File: src/rtl/div_tick_gen_if.sv
`default_nettype none
// ============================================================================
// Module   : div_tick_gen_if
// Purpose  : Bundles the divider bus, tick selection/control inputs and the
//            tick/strobe outputs of div_tick_gen.
// Ports    : clkdiv[31:0], sel[4:0], en, period[CNT_W-1:0]  (master -> slave)
//            tick, strobe, tick_count[CNT_W-1:0]           (slave -> master)
// Revision : 1.0  initial release
// ============================================================================
interface div_tick_gen_if #(
    parameter int CNT_W = 16
);
    logic [31:0]      clkdiv;
    logic [4:0]       sel;
    logic             en;
    logic [CNT_W-1:0] period;
    logic             tick;
    logic             strobe;
    logic [CNT_W-1:0] tick_count;

    modport master (
        output clkdiv, sel, en, period,
        input  tick, strobe, tick_count
    );

    modport slave (
        input  clkdiv, sel, en, period,
        output tick, strobe, tick_count
    );
endinterface
`default_nettype wire

File: src/rtl/div_tick_gen.sv
`default_nettype none
// ============================================================================
// Module   : div_tick_gen
// Purpose  : Turns rising edges of a runtime-selected clkdiv bit into
//            single-cycle clk-domain enables (tick), and divides those ticks
//            by a programmable period into a strobe pulse.
// Ports    : clk        - system clock
//            rst        - synchronous active-high reset
//            bus.slave  - clkdiv/sel/en/period in, tick/strobe/tick_count out
// Revision : 1.0  initial release
// ============================================================================
module div_tick_gen #(
    parameter int CNT_W = 16
) (
    input  wire logic     clk,
    input  wire logic     rst,
    div_tick_gen_if.slave bus
);

    logic             bit_q;
    logic [4:0]       sel_q;
    logic             armed;
    logic             tick_q;
    logic             strobe_q;
    logic [CNT_W-1:0] count_q;

    logic             bit_now;
    logic             edge_ok;
    logic [CNT_W:0]   period_eff;
    logic [CNT_W:0]   count_inc;

    always_comb begin
        bit_now = bus.clkdiv[bus.sel];
        // A select change invalidates bit_q (it belongs to another bit), and
        // the first cycle after reset has no valid history yet.
        edge_ok = bit_now & ~bit_q & (bus.sel == sel_q) & armed & bus.en;
        // One extra bit keeps count+1 from wrapping at the top of the range.
        count_inc  = {1'b0, count_q} + {{CNT_W{1'b0}}, 1'b1};
        period_eff = (bus.period <= CNT_W'(1)) ? {{CNT_W{1'b0}}, 1'b1}
                                               : {1'b0, bus.period};
    end

    always_ff @(posedge clk) begin
        if (rst) begin
            bit_q    <= 1'b0;
            sel_q    <= 5'd0;
            armed    <= 1'b0;
            tick_q   <= 1'b0;
            strobe_q <= 1'b0;
            count_q  <= '0;
        end else begin
            // Edge history tracks the bus even while disabled, so an edge
            // seen during en=0 is consumed rather than deferred.
            bit_q  <= bit_now;
            sel_q  <= bus.sel;
            armed  <= 1'b1;
            tick_q <= edge_ok;
            if (edge_ok) begin
                // ">=" lets a shrunken period strobe on the very next tick.
                if (count_inc >= period_eff) begin
                    strobe_q <= 1'b1;
                    count_q  <= '0;
                end else begin
                    strobe_q <= 1'b0;
                    count_q  <= count_inc[CNT_W-1:0];
                end
            end else begin
                strobe_q <= 1'b0;
            end
        end
    end

    assign bus.tick       = tick_q;
    assign bus.strobe     = strobe_q;
    assign bus.tick_count = count_q;

endmodule
`default_nettype wire

File: src/flat_wrapper.sv
// flat-port wrapper written by rule: the top's interface ports become plain ports
module div_tick_gen_flat 
#(
    parameter int CNT_W = 16
)
  (clk, rst, bus_clkdiv, bus_sel, bus_en, bus_period, bus_tick, bus_strobe, bus_tick_count);
  div_tick_gen_if #(.CNT_W(CNT_W)) bus_i ();
  input  wire logic clk;
  input  wire logic rst;
  input wire logic [$bits(bus_i.clkdiv)-1:0] bus_clkdiv;
  input wire logic [$bits(bus_i.sel)-1:0] bus_sel;
  input wire logic [$bits(bus_i.en)-1:0] bus_en;
  input wire logic [$bits(bus_i.period)-1:0] bus_period;
  output wire logic [$bits(bus_i.tick)-1:0] bus_tick;
  output wire logic [$bits(bus_i.strobe)-1:0] bus_strobe;
  output wire logic [$bits(bus_i.tick_count)-1:0] bus_tick_count;
  assign bus_i.clkdiv = bus_clkdiv;
  assign bus_i.sel = bus_sel;
  assign bus_i.en = bus_en;
  assign bus_i.period = bus_period;
  assign bus_tick = bus_i.tick;
  assign bus_strobe = bus_i.strobe;
  assign bus_tick_count = bus_i.tick_count;
  div_tick_gen #(.CNT_W(CNT_W)) u_core (.clk(clk), .rst(rst), .bus(bus_i));
endmodule
File: config.mk
export PLATFORM = sky130hd
export DESIGN_NAME = div_tick_gen_flat
export DESIGN_NICKNAME = d
export VERILOG_FILES = /design/src/rtl/div_tick_gen_if.sv /design/src/rtl/div_tick_gen.sv /design/src/flat_wrapper.sv
export SDC_FILE = /design/constraint.sdc
export NUM_CORES = 1
export LEC_CHECK = 0
export CORE_AREA = 3 3 70 72
export CTS_CLUSTER_DIAMETER = 80
export DETAILED_ROUTE_END_ITERATION = 10
export DIE_AREA = 0 0 73 75
export PLACE_DENSITY = 0.84
export SETUP_SLACK_MARGIN = 0.02
export SYNTH_ARGS = -nofsm -noshare
export SYNTH_HDL_FRONTEND = slang
export SYNTH_SLANG_ARGS = --single-unit
File: constraint.sdc
create_clock -name clk -period 5.7 [get_ports clk]
set_clock_uncertainty 0.05 [all_clocks]
set_input_delay 1.14 -clock clk [delete_from_list [all_inputs] [get_ports clk]]
set_output_delay 1.14 -clock clk [all_outputs]
set_load 0.02 [all_outputs]
==> run summary <==
worst r2r src -> u_core.bus.tick_count[0]
Setup Crit Path Kind -> input pin to register
clock buffer depth -> 2
Leakage -> 1.09 nW
hpwl dp -> 4.46 mm
Final GP Congestion -> 0.836
Slew @ Worst Pin -> 0.989 ns
Critical Path Start Type -> input pin
outcome -> finished clean
hold path start -> u_core.bus.tick_count[10]
gr usage total -> 20.8%
width of the die -> 73 um
Commonest cells post-synth -> 25 x dfxtp_1, 23 x inv_1, 18 x nand4_1
CP Data Required Time -> 5.84 ns
total number of vias -> 2,173
clock root cell -> clkbuf_8
pin count of the biggest net entering global routing -> 28
Initial Util -> 48.1%
WL per Instance -> 15.3 um
layout cells sized above 1 -> 4.06%
met3 Use GR -> 2.27%
H-tree depth -> 1
Die Y -> 75 um
crit-path max FO -> 18
ys async rst share -> 0%
RSZ-0062 raised after global routing -> false
mean post-synth cell area -> 8.25 um^2
synth top area cells -> dfxtp_1 24%, ha_1 10%, mux2i_1 7.6%
Hold Slack -> 0.488 ns
Sw Share -> 26.2%
VDD IR-drop max -> 0.119 mV
I/O pin count -> 74
initial antenna violation count -> 0
PwrDens -> 133 nW/um^2
Tmin final -> 3.78 ns
Post-synth EDFFs -> 0
Net Sw Power -> 0.0991 mW
Fill cells -> 364
number of CTS-inserted buffers -> 3
Final Instance Area -> 2850 um^2
Min-Delay Path Class -> register to register
Final Slew Violations -> 0
final wirelength -> 5.71 mm
Most used DFF post-synth -> dfxtp_1
Non-Filler Instances -> 372
CORE AREA -> 4350 um^2
total grt overflow -> 0
Area Overhead vs Synth -> 36.1%
Flop pwr share -> 47.2%
CTS tree -> built
Global Route met1 Usage -> 25.7%
number of global-route vias before repair -> 2,024
1st-iter DRT viols -> 104
first-pass GRT wire length -> 9.08 mm
final hold vios -> 0
Cells after Synth -> 254
worst slack, placed -> 1.72 ns
Vias/cell -> 5.84
largest area contributor in the netlist -> dfxtp_1
FF+latch count, synth -> 25
DRT antenna net count -> 0
Inst Count DP -> 368
Clock transition at path regs -> 0.09 ns
capturing element type of the critical path -> register
IO Port Bufs -> 73
clock share of power -> 28.3%
max cap viols -> 0
Setup Fix Bufs, Post-CTS -> 0
Pre-antenna DRT Iters -> 4
design internal power -> 0.279 mW
Final nets -> 394
Synth cell types -> 44
Synth top area share -> 23.9%
combinational share of power -> 24.5%
fmax -> 265 MHz
hold buffer count at CTS -> 0
Seq/Total Area, Yosys -> 23.9%
total of warnings raised by yosys -> 0
PnR worst setup slack -> 1.92 ns
post-placement cell area -> 2810 um^2
final setup vio count -> 0
residual DRC count -> 0
Top Usage Layer GRT -> met2
# diodes -> 0
Setup TNS -> 0 ns
Row Count -> 24
count leader, synth -> dfxtp_1
Clk Latency, worst-skew pair -> 0.27 ns
max_slew headroom -> 33.8%
Crit path arrival time -> 3.92 ns
M2 GR Usage -> 37.4%
CTS sink cnt -> 25
launch point of the worst path -> bus_sel[1]
die area -> 5480 um^2
final period utilization -> 66.3%
CTS resizes -> 0
cell area after synthesis -> 2100 um^2
synthesized net count -> 327
==> cell families (layout without fill, tap and decap cells) <==
| kind of cell | after synthesis | after routing | share of synthesized area, % |
|---|---|---|---|
| adders and majority gates | 17 | 17 | 10.1 |
| muxes | 16 | 16 | 7.64 |
| xor gates and xnor gates | 19 | 19 | 7.94 |
| buffers and inverters | 34 | 100 | 8.18 |
| and+or+nand+nor | 86 | 86 | 23.3 |
| DFF | 25 | 25 | 23.9 |
| AOI/OAI and AO/OA | 57 | 57 | 18.9 |
==> power by group through the flow <==
stage	sequential, mW	clock [mW]	combinational [mW]
floorplan	0.183	0	0.0481
global placement	0.183	0	0.0895
detailed placement	0.183	0	0.0915
CTS	0.179	0.107	0.0922
global route	0.179	0.111	0.101
finish	0.179	0.107	0.0927
==> registers in the layout (all words and copies together) (netlist names) <==
name                   flops
u_core.sel_q               5
u_core.bus.tick            1
u_core.bus.tick_count     16
u_core.bit_q               1
u_core.armed               1
u_core.bus.strobe          1
==> worst paths after layout <==
check	end	depth (start not counted)	slack, ns
setup / recovery	u_core.bus.tick_count[6]	7	1.92
hold / removal	u_core.bus.tick_count[10]	2	0.49
setup reg to reg	u_core.bus.tick_count[6]	12	1.95
hold reg to reg	u_core.bus.tick_count[10]	2	0.49
==> worst max-delay path, cell delays in order <==
cell             delay (ns)
clkdlybuf4s50_1        1.12
mux2i_1                0.17
a211oi_1               0.34
nand3_1                0.14
nand4_1                0.45
nand3_2                0.25
o32ai_2                0.29
==> metrics by stage <==
step                      utilization [%]  power, mW
after CTS                            65.5      0.378
final                                65.5      0.378
after global routing                 65.5      0.391
after detailed placement             64.5      0.274
after floorplan                         -      0.231
after global placement               64.5      0.272
==> layout make-up <==
type / instances / area (um^2) / area share (%)
tap: 52 / 65.1 / 2.28
clock buffer: 4 / 45.0 / 1.58
sequential: 25 / 500 / 17.6
timing repair buffer: 73 / 731 / 25.6
inverter: 23 / 86.3 / 3.03
multi-input combinational: 195 / 1420 / 49.9
==> routing by layer <==
layer / share of wire, % / wire, um
met1: 43 / 2440
met2: 51 / 2910
met3: 4.5 / 259
met4: 1.7 / 97
met5: 0 / 0
==> layout by cell type (no fill, tap or decap), types with 7 or more instances in the layout <==
cell type,instances
clkdlybuf4s50_1,73
dfxtp_1,25
inv_1,23
nand4_1,18
a21oi_1,17
ha_1,17
mux2i_1,16
nand3_1,14
nand2_1,14
xnor2_1,13
o21ai_0,10
nor2_1,7
nor2b_1,7
a211oi_1,7
No activity file was read; power rests on OpenSTA's default activity.
